[src/rtl/tp_cmd_pkg.sv]
// Shared types and constants for the test-point command receiver.
// Holds the FSM state encoding, command codes, frame field widths and the injection decode.
package tp_cmd_pkg;

    localparam int DATA_W = 4;
    localparam int ERR_W  = 8;
    localparam int CNT_W  = 8;

    localparam logic [DATA_W-1:0] CMD_L1A     = 4'd1;
    localparam logic [DATA_W-1:0] CMD_LCT     = 4'd2;
    localparam logic [DATA_W-1:0] CMD_RESYNC  = 4'd3;
    localparam logic [DATA_W-1:0] CMD_SYS_RST = 4'd4;

    typedef enum logic [2:0] {
        ST_IDLE   = 3'd0,
        ST_START  = 3'd1,
        ST_DATA   = 3'd2,
        ST_PARITY = 3'd3,
        ST_STOP   = 3'd4
    } rx_state_e;

    typedef struct packed {
        logic sys_rst;
        logic resync;
        logic lct;
        logic l1a;
    } inj_t;

    function automatic inj_t inj_decode(input logic [DATA_W-1:0] code);
        inj_t inj;
        inj = '0;
        case (code)
            CMD_L1A:     inj.l1a     = 1'b1;
            CMD_LCT:     inj.lct     = 1'b1;
            CMD_RESYNC:  inj.resync  = 1'b1;
            CMD_SYS_RST: inj.sys_rst = 1'b1;
            default:     inj         = '0;
        endcase
        return inj;
    endfunction

endpackage

[src/rtl/tp_in_filter.sv]
// Two-flop synchronizer followed by a glitch filter for one test-point pad.
// The filtered level flips only after FILT_LEN consecutive synchronized samples disagree with it.
module tp_in_filter #(
    parameter int FILT_LEN = 3
) (
    input  logic clk_i,
    input  logic rst_i,
    input  logic pad_i,
    output logic filt_o
);

    logic       sync1_q, sync2_q;
    logic       level_q, level_d;
    logic [2:0] cnt_q, cnt_d;

    always_comb begin
        level_d = level_q;
        cnt_d   = '0;
        if (sync2_q != level_q) begin
            if (cnt_q == 3'(FILT_LEN - 1)) begin
                level_d = sync2_q;
            end else begin
                cnt_d = cnt_q + 3'd1;
            end
        end
    end

    always_ff @(posedge clk_i or posedge rst_i) begin
        if (rst_i) begin
            sync1_q <= 1'b1;
            sync2_q <= 1'b1;
            level_q <= 1'b1;
            cnt_q   <= '0;
        end else begin
            sync1_q <= pad_i;
            sync2_q <= sync1_q;
            level_q <= level_d;
            cnt_q   <= cnt_d;
        end
    end

    assign filt_o = level_q;

endmodule

[src/rtl/tp_cmd_rx.sv]
// Serial command receiver on the test-point pads: start, 4 data LSB first, even parity, stop.
// state  | meaning
// IDLE   | waiting for a filtered falling edge on data with gate high and enabled
// START  | half-bit wait, confirm start bit still low
// DATA   | sample 4 data bits, one per bit period
// PARITY | sample parity bit
// STOP   | sample stop bit, emit command or frame error
module tp_cmd_rx
    import tp_cmd_pkg::*;
#(
    parameter int BIT_CYCLES = 8,
    parameter int FILT_LEN   = 3
) (
    input  logic              clk_i,
    input  logic              rst_i,
    input  logic              enable_i,
    input  logic [1:0]        tp_in_i,
    output logic              cmd_valid_o,
    output logic [DATA_W-1:0] cmd_code_o,
    output logic              inj_l1a_o,
    output logic              inj_lct_o,
    output logic              inj_resync_o,
    output logic              inj_sys_rst_o,
    output logic              frame_err_o,
    output logic [ERR_W-1:0]  err_cnt_o,
    output logic              busy_o
);

    // The counter samples on reaching zero, so a reload of BIT_CYCLES-1 spaces samples BIT_CYCLES apart.
    localparam logic [CNT_W-1:0] HALF_BIT = CNT_W'(BIT_CYCLES / 2);
    localparam logic [CNT_W-1:0] RELOAD   = CNT_W'(BIT_CYCLES - 1);

    logic [1:0]        tp_filt;
    logic              data_filt, gate_filt, data_fall;
    logic              data_prev_q;
    rx_state_e         state_q, state_d;
    logic [CNT_W-1:0]  cnt_q, cnt_d;
    logic [1:0]        bit_q, bit_d;
    logic [DATA_W-1:0] shift_q, shift_d;
    logic              par_q, par_d;
    logic              valid_q, valid_d;
    logic [DATA_W-1:0] code_q, code_d;
    inj_t              inj_q, inj_d;
    logic              ferr_q, ferr_d;
    logic [ERR_W-1:0]  err_cnt_q, err_cnt_d;
    logic              tick;

    for (genvar i = 0; i < 2; i++) begin : g_filt
        tp_in_filter #(.FILT_LEN(FILT_LEN)) u_filt (
            .clk_i  (clk_i),
            .rst_i  (rst_i),
            .pad_i  (tp_in_i[i]),
            .filt_o (tp_filt[i])
        );
    end

    assign data_filt = tp_filt[0];
    assign gate_filt = tp_filt[1];
    assign data_fall = data_prev_q & ~data_filt;
    assign tick      = (cnt_q == '0);

    always_comb begin
        state_d   = state_q;
        cnt_d     = tick ? cnt_q : cnt_q - 8'd1;
        bit_d     = bit_q;
        shift_d   = shift_q;
        par_d     = par_q;
        valid_d   = 1'b0;
        code_d    = code_q;
        inj_d     = '0;
        ferr_d    = 1'b0;
        err_cnt_d = err_cnt_q;

        case (state_q)
            ST_IDLE: begin
                if (enable_i && gate_filt && data_fall) begin
                    state_d = ST_START;
                    cnt_d   = HALF_BIT;
                end
            end
            ST_START: begin
                if (tick) begin
                    if (!data_filt) begin
                        state_d = ST_DATA;
                        cnt_d   = RELOAD;
                        bit_d   = '0;
                    end else begin
                        state_d = ST_IDLE;
                    end
                end
            end
            ST_DATA: begin
                if (tick) begin
                    shift_d = {data_filt, shift_q[DATA_W-1:1]};
                    cnt_d   = RELOAD;
                    if (bit_q == 2'(DATA_W - 1)) begin
                        state_d = ST_PARITY;
                    end else begin
                        bit_d = bit_q + 2'd1;
                    end
                end
            end
            ST_PARITY: begin
                if (tick) begin
                    par_d   = data_filt;
                    cnt_d   = RELOAD;
                    state_d = ST_STOP;
                end
            end
            ST_STOP: begin
                if (tick) begin
                    state_d = ST_IDLE;
                    if (data_filt && !(^{shift_q, par_q})) begin
                        valid_d = 1'b1;
                        code_d  = shift_q;
                        inj_d   = inj_decode(shift_q);
                    end else begin
                        ferr_d = 1'b1;
                        if (err_cnt_q != '1) begin
                            err_cnt_d = err_cnt_q + 8'd1;
                        end
                    end
                end
            end
            default: state_d = ST_IDLE;
        endcase

        // Abort overrides any sample taken in the same cycle.
        if (state_q != ST_IDLE && (!enable_i || !gate_filt)) begin
            state_d   = ST_IDLE;
            valid_d   = 1'b0;
            code_d    = code_q;
            inj_d     = '0;
            ferr_d    = 1'b0;
            err_cnt_d = err_cnt_q;
        end
    end

    always_ff @(posedge clk_i or posedge rst_i) begin
        if (rst_i) begin
            state_q     <= ST_IDLE;
            data_prev_q <= 1'b1;
            cnt_q       <= '0;
            bit_q       <= '0;
            shift_q     <= '0;
            par_q       <= 1'b0;
            valid_q     <= 1'b0;
            code_q      <= '0;
            inj_q       <= '0;
            ferr_q      <= 1'b0;
            err_cnt_q   <= '0;
        end else begin
            state_q     <= state_d;
            data_prev_q <= data_filt;
            cnt_q       <= cnt_d;
            bit_q       <= bit_d;
            shift_q     <= shift_d;
            par_q       <= par_d;
            valid_q     <= valid_d;
            code_q      <= code_d;
            inj_q       <= inj_d;
            ferr_q      <= ferr_d;
            err_cnt_q   <= err_cnt_d;
        end
    end

    assign cmd_valid_o   = valid_q;
    assign cmd_code_o    = code_q;
    assign inj_l1a_o     = inj_q.l1a;
    assign inj_lct_o     = inj_q.lct;
    assign inj_resync_o  = inj_q.resync;
    assign inj_sys_rst_o = inj_q.sys_rst;
    assign frame_err_o   = ferr_q;
    assign err_cnt_o     = err_cnt_q;
    assign busy_o        = (state_q != ST_IDLE);

endmodule

[config.mk]
export PLATFORM = sky130hd
export DESIGN_NAME = tp_cmd_rx
export DESIGN_NICKNAME = d
export VERILOG_FILES = /design/src/rtl/tp_cmd_pkg.sv /design/src/rtl/tp_in_filter.sv /design/src/rtl/tp_cmd_rx.sv
export SDC_FILE = /design/constraint.sdc
export NUM_CORES = 1
export LEC_CHECK = 0
export BUFFER_PORTS_ARGS = -buffer_cell sky130_fd_sc_hd__buf_2
export CAP_MARGIN = 20
export CORE_MARGIN = 2
export CORE_UTILIZATION = 58
export DETAILED_ROUTE_END_ITERATION = 6
export GPL_ROUTABILITY_DRIVEN = 0
export PLACE_DENSITY = 0.79
export SLEW_MARGIN = 20
export SYNTH_ARGS = -nofsm -noshare
export SYNTH_HDL_FRONTEND = slang
export SYNTH_SLANG_ARGS = --single-unit
[constraint.sdc]
create_clock -name clk_i -period 3.2 [get_ports clk_i]
set_input_delay 0.64 -clock clk_i [delete_from_list [all_inputs] [get_ports clk_i]]
set_output_delay 0.64 -clock clk_i [all_outputs]
set_load 0.1 [all_outputs]
==> run summary, run 1 <==
Status = finished, final reports clean
Clock buffer depth = 2
Port Buf Inserts = 23
Cts repair resizes = 0
Slowest stage delay, CP = 610 ps
CP Launch Type = flip-flop
Cell Area, Synth = 0.00233 sq mm
Clk pwr share = 0.226
Setup violations, final = 0
Die W = 67.3 um
CP Capture Type = flip-flop
Sequential fraction of the synthesis area = 0.531
CTS Sinks = 49
Most frequent cell after synthesis = dfrtp_1
IO Count = 24
Routing usage on met2 = 0.301
Iter 0 DRT Violations = 73
Slowest CP cell = nor4_1
Commonest register cell after synthesis = dfrtp_1
Slew headroom = 0.459
First-pass GRT wire length = 6460 um
CTS tree = yes
Register Area = 0.00123 sq mm
Yosys warnings = 0
DR WL/cell = 13.1 um
Largest net degree at the start of global routing = 50
DRT Pass-1 Iters = 4
Drt via density = 5.53
FFs w/ async S/R, synth = 1.00
Area occupied by multi-input gates = 0.00103 sq mm
TritonCTS Buffers = 5
Cell internal pwr = 1.07 mW
CP top delay family = simple AND/OR/NAND/NOR gates
Layout net count = 238
Synth area leaders = dfrtp_1, dfstp_2, xnor2_1
Die Ht = 67.3 um
Antenna-violating nets left = 0
Grt ovf = 0
Layout fillers = 316
Logic pwr share = 0.241
Area growth syn-to-layout = 9.62%
Worst Max-Slew Pin Slew = 800 ps
Arrival time worst endpoint = 2700 ps
Fin. max-slew vios = 0
Psw = 527 uW
Max VDD drop = 0.425 mV
P per Cell Area = 624 mW/mm^2
Clk slew on worst S/H paths = 90 ps
DRC viols = 0
Largest area contributor in the netlist = dfrtp_1
Sw Share = 0.331
Worst min path class = reg2reg
Pleak = 1.17 nW
Fin. Hold Viols = 0
Clock Tree Root = clkbuf_8
Final instance area = 0.00255 sq mm
CORE AREA = 0.00394 sq mm
Skew-Pair Late Insertion Delay = 310 ps
Max-cap violations = 0
Worst path required time = 3390 ps
Worst path cell trace = inv_1 -> ha_1 -> or3b_4 -> nor4_1 -> or3b_1 -> nand2_1 -> a21bo_2
Post-synth top area share = 0.452
Synth cell count leaders = dfrtp_1, nor2_1, nand2_1
Starting Density = 0.590
Post-DP HPWL = 2590 um
Post-Syn Nets = 216
Period utilization = 0.785
Reg power frac = 0.534
Crit path time final = 2510 ps
Netlist cell types = 47
Synthesis-stage register bit count = 49
Fin Hold WS = 359 ps
Site Rows = 23
Initial antenna violation count = 0
GRT met3 Usage = 0.0417
Via count = 1548
Global route hottest layer = met2
Setup TNS = 0 ps
Syn Inst Count = 207
Number of flops mapped to enable cells by yosys = 0
WP buf/inv = 1
Post-Route Skew = 14.1 ps
Max Fclk = 398 MHz
CP Max Fanout = 6
Layout cells sized above 1 = 0.261
GRT met1 Usage = 0.255
Critical path type = reg2reg
Diodes inserted = 0
Vias in the first global route = 1458
H-tree depth = 2
Post-CTS setup buffer count = 0
Unrepaired setup endpoints after global routing = false
Post-DP Area = 0.00246 sq mm
Avg Synthesized Cell Area = 11.2 sq um
Final wirelength = 3680 um
Total track usage = 0.193
DIE AREA = 0.00454 sq mm
Hold-fix buffers, CTS = 0
==> final timing paths <==
kind,slack (ps),to,start,cells after the start
max,690,bit_q[1]$_DFFE_PP0P_,cnt_q[0]$_DFF_PP0_,7
min,360,g_filt[0].u_filt.sync2_q$_DFF_PP1_,g_filt[0].u_filt.sync1_q$_DFF_PP1_,0
max reg2reg,690,bit_q[1]$_DFFE_PP0P_,cnt_q[0]$_DFF_PP0_,7
min reg2reg,360,g_filt[0].u_filt.sync2_q$_DFF_PP1_,g_filt[0].u_filt.sync1_q$_DFF_PP1_,0
max in group asynchronous,2250,cnt_q[7]$_DFF_PP0_,rst_i,2
min in group asynchronous,450,inj_sys_rst_o$_DFF_PP0_,rst_i,2
==> stage by stage <==
step           power [mW]  setup WS [ps]  cells   util
3_3_place_gp         1.23            807    272  0.624
2_1_floorplan        1.16            827    207      -
5_1_grt              1.70            468    280  0.647
4_1_cts              1.61            662    280  0.647
3_5_place_dp         1.25            688    272  0.624
6_report             1.59            689    280  0.647
==> power groups by stage <==
| stage | Clock [mW] | Sequential [mW] | Combinational (mW) |
|---|---|---|---|
| global placement | 0 | 0.855 | 0.379 |
| finish | 0.359 | 0.850 | 0.383 |
| CTS | 0.375 | 0.848 | 0.389 |
| detailed placement | 0 | 0.857 | 0.389 |
| floorplan | 0 | 0.819 | 0.345 |
| global route | 0.391 | 0.867 | 0.442 |
==> kinds of logic (layout without fill, tap and decap cells) <==
family / Yosys count / count (layout) / synth area share
xor+xnor: 16 / 16 / 0.0694
simple gates: 89 / 89 / 0.209
fa+ha+maj: 4 / 4 / 0.0215
buf+inv: 14 / 37 / 0.0285
mux: 16 / 16 / 0.0839
flops: 49 / 49 / 0.531
compound gates: 19 / 19 / 0.0570
==> registers in the layout, summed over array words and instances (netlist names), 3 cells and up <==
signal,count
g_filt.u_filt.cnt_q,6
cmd_code_o,4
cnt_q,8
shift_q,4
err_cnt_o,8
state_q,3
==> per-layer routing <==
| layer | wire length (um) | vias up | part of all wire |
|---|---|---|---|
| met5 | 0 | - | 0 |
| met4 | 83 | 0 | 0.023 |
| met3 | 160 | 7 | 0.044 |
| met2 | 1720 | 35 | 0.47 |
| met1 | 1710 | 741 | 0.47 |
| li1 | - | 765 | - |
==> final cells by class <==
class | instances | area share
clock buffer | 6 | 0.0284
tap | 50 | 0.0245
sequential | 49 | 0.484
clock inverter | 2 | 0.00638
multi-input combinational | 144 | 0.402
inverter | 6 | 0.00932
timing repair buffer | 23 | 0.0451
==> layout by cell type (no fill, tap or decap), types with 2 or more instances in the layout <==
cell	synthesis	final
ha_1	4	4
a21oi_1	7	7
nor4_1	9	9
nor2_1	20	20
nand2_1	12	12
nor3_1	5	5
mux2i_1	3	3
buf_2	1	23
o21ai_0	4	4
nand3_1	6	6
or3_1	4	4
xnor2_1	11	11
mux2_4	5	5
dfstp_2	7	7
nand3b_1	2	2
a211oi_1	2	2
clkbuf_8	0	5
nand4_1	5	5
mux2_2	8	8
or2_2	2	2
xor2_1	3	3
nand2b_1	9	9
dfrtp_1	42	42
nor2b_1	5	5
inv_1	6	5
No activity file was read; power rests on OpenSTA's default activity.
==> run 2, diff against run 1 <==
--- a/config.mk
+++ b/config.mk
@@ -8,10 +8,10 @@
 export BUFFER_PORTS_ARGS = -buffer_cell sky130_fd_sc_hd__buf_2
 export CAP_MARGIN = 20
 export CORE_MARGIN = 2
-export CORE_UTILIZATION = 58
+export CORE_UTILIZATION = 52
 export DETAILED_ROUTE_END_ITERATION = 6
 export GPL_ROUTABILITY_DRIVEN = 0
-export PLACE_DENSITY = 0.79
+export PLACE_DENSITY = 0.75
 export SLEW_MARGIN = 20
 export SYNTH_ARGS = -nofsm -noshare
 export SYNTH_HDL_FRONTEND = slang
==> constraint.sdc (replaced) <==
create_clock -name clk_i -period 2.2 [get_ports clk_i]
set_input_delay 0.44 -clock clk_i [delete_from_list [all_inputs] [get_ports clk_i]]
set_output_delay 0.44 -clock clk_i [all_outputs]
set_load 0.1 [all_outputs]
==> run summary, run 2 (synthesized netlist as in run 1, its figures left out) <==
Port Buf Inserts = 23 (unchanged)
Layout cells sized above 1 = 0.383 (+0.123)
Pleak = 1.32 nW (+13%)
Skew-Pair Late Insertion Delay = 300 ps (about the same)
Global route hottest layer = met2
Cell internal pwr = 1.68 mW (+58%)
Routing usage on met2 = 0.290 (-0.0110)
H-tree depth = 2 (unchanged)
Worst path required time = 2390 ps (-1000 ps)
Largest net degree at the start of global routing = 28 (-44%)
Fin Hold WS = 156 ps (-203 ps)
Clock buffer depth = 2 (unchanged)
Max Fclk = 446 MHz (+12%)
Unrepaired setup endpoints after global routing = true
CTS tree = yes
First-pass GRT wire length = 7560 um (+17%)
P per Cell Area = 901 mW/mm^2 (+44%)
Power Total = 2.56 mW (+60%)
Commonest non-fill, non-tap cells in the layout = dfrtp_1, buf_2, nor2_1, buf_4, nand2_1
Layout net count = 261 (+9.7%)
Max VDD drop = 0.563 mV (+32%)
Via count = 1661 (+7.3%)
Fin. Hold Viols = 0 (unchanged)
GRT met1 Usage = 0.261 (+0.00563)
Layout fillers = 338 (+7.0%)
Slew headroom = 0.618 (+0.159)
Slowest CP cell = or4_4
Period utilization = 1.02 (+0.234)
Slowest stage delay, CP = 480 ps (-130 ps)
DRC viols = 0 (unchanged)
Total track usage = 0.187 (-0.00539)
Crit path time final = 2240 ps (-270 ps)
Arrival time worst endpoint = 2430 ps (-270 ps)
Worst Slack Setup Final = -41.4 ps (-730 ps)
Reg power frac = 0.486 (-0.048)
Die W = 70.9 um (+5.3%)
DIE AREA = 0.00503 sq mm (+11%)
Diodes inserted = 0 (unchanged)
TritonCTS Buffers = 5 (unchanged)
Placed cells = 293 (+7.7%)
Register Area = 0.00123 sq mm (unchanged)
Drt via density = 5.45 (-1.5%)
WP buf/inv = 2 (+1)
Final wirelength = 4420 um (+20%)
CP Max Fanout = 5 (-1)
Grt ovf = 0 (unchanged)
Most common cell after layout, fill and taps aside = dfrtp_1
Fin. max-slew vios = 0 (unchanged)
CP Capture Type = flip-flop
Failing checks = negative setup slack
Clk pwr share = 0.204 (-0.022)
Clk slew on worst S/H paths = 90 ps (about the same)
Post-Route Skew = 3.54 ps (-10.5 ps)
Worst min path class = in2async
Post-DP Area = 0.00262 sq mm (+6.5%)
IO Count = 24 (unchanged)
Fin cells = 305 (+8.9%)
CP top delay family = simple AND/OR/NAND/NOR gates
Area occupied by multi-input gates = 0.00112 sq mm (+9.3%)
CORE AREA = 0.00432 sq mm (+9.7%)
DR WL/cell = 14.5 um (+10%)
Logic pwr share = 0.309 (+0.068)
Psw = 873 uW (+66%)
Starting Density = 0.538 (-0.0521)
Sw Share = 0.342 (+0.0107)
DRT Pass-1 Iters = 4 (unchanged)
Worst path cell trace = inv_2 -> ha_4 -> or3b_4 -> or4_4 -> a31oi_4 -> buf_6 -> nand4_1 -> xnor2_1
Status = finished with violations
Iter 0 DRT Violations = 102 (+40%)
Die Ht = 70.9 um (+5.3%)
Initial antenna violation count = 0 (unchanged)
Hold-fix buffers, CTS = 0 (unchanged)
Site Rows = 24 (+4.3%)
Clock Tree Root = clkbuf_8
Antenna-violating nets left = 0 (unchanged)
Critical path type = reg2reg
CP Launch Type = flip-flop
Setup violations, final = 4 (+4)
CTS Sinks = 49 (unchanged)
Final instance area = 0.00284 sq mm (+11%)
Area growth syn-to-layout = 21.9%
Post-DP HPWL = 2950 um (+14%)
Vias in the first global route = 1627 (+12%)
Fin util = 0.656 (+0.00915)
GRT met3 Usage = 0.0385 (-0.00321)
Worst Max-Slew Pin Slew = 568 ps (-232 ps)
Max-cap violations = 0 (unchanged)
-- run 2: worst reg2reg max path: stages (launching register included) --
cell and delay [ps]:
dfrtp_1 400, inv_2 90, ha_4 140, or3b_4 410
or4_4 480, a31oi_4 200, buf_6 150, nand4_1 110
xnor2_1 160
-- run 2: stage by stage --
step                TNS (ps)  setup slack [ps]
finish                  -113             -41.4
global route            -570             -92.0
CTS                    -82.5             -33.1
floorplan               -267              -104
detailed placement      -180             -74.3
global placement       -42.0             -21.2
-- run 2: power by group through the flow --
stage / clock [mW] / combinational (mW) / sequential (mW)
3_5_place_dp: 0 / 0.671 / 1.24
5_1_grt: 0.575 / 0.887 / 1.27
4_1_cts: 0.540 / 0.686 / 1.23
2_1_floorplan: 0 / 0.503 / 1.19
3_3_place_gp: 0 / 0.649 / 1.23
6_report: 0.522 / 0.790 / 1.24
-- run 2: area by class of cell --
cell class,count,share of cell area
flip-flops and latches,49,0.435
clock inverters,2,0.00485
inverters,6,0.00794
well taps,52,0.0229
repair buffers,46,0.108
clock buffers,6,0.0256
multi-input cells,144,0.395
-- run 2: path summary, 6_finish.rpt --
check | from | end | slack, ps | cells past startpoint
max reg2reg | cnt_q[1]$_DFF_PP0_ | err_cnt_o[2]$_DFFE_PP0P_ | -40 | 8
min in group clk_i | tp_in_i[0] | g_filt[0].u_filt.sync1_q$_DFF_PP1_ | 230 | 1
min reg2reg | g_filt[0].u_filt.sync1_q$_DFF_PP1_ | g_filt[0].u_filt.sync2_q$_DFF_PP1_ | 360 | 0
max in group asynchronous | rst_i | g_filt[1].u_filt.sync2_q$_DFF_PP1_ | 1460 | 3
max | cnt_q[1]$_DFF_PP0_ | err_cnt_o[2]$_DFFE_PP0P_ | -40 | 8
min | rst_i | cmd_code_o[0]$_DFFE_PP0P_ | 160 | 2
-- run 2: layer usage --
metal / routed length, um / up-vias
met1: 2030 / 801
li1: - / 815
met4: 76 / 0
met5: 0 / -
met2: 2130 / 38
met3: 182 / 7
-- run 2: what timing repair did --
action / in CTS / in global routing
pin swaps: 4 / 5
setup buffers: 2 / 2
cloned: 0 / 0
hold endpoints to repair: 0 / 0
gates resized for setup: 2 / 16
setup endpoints to repair: 9 / 21
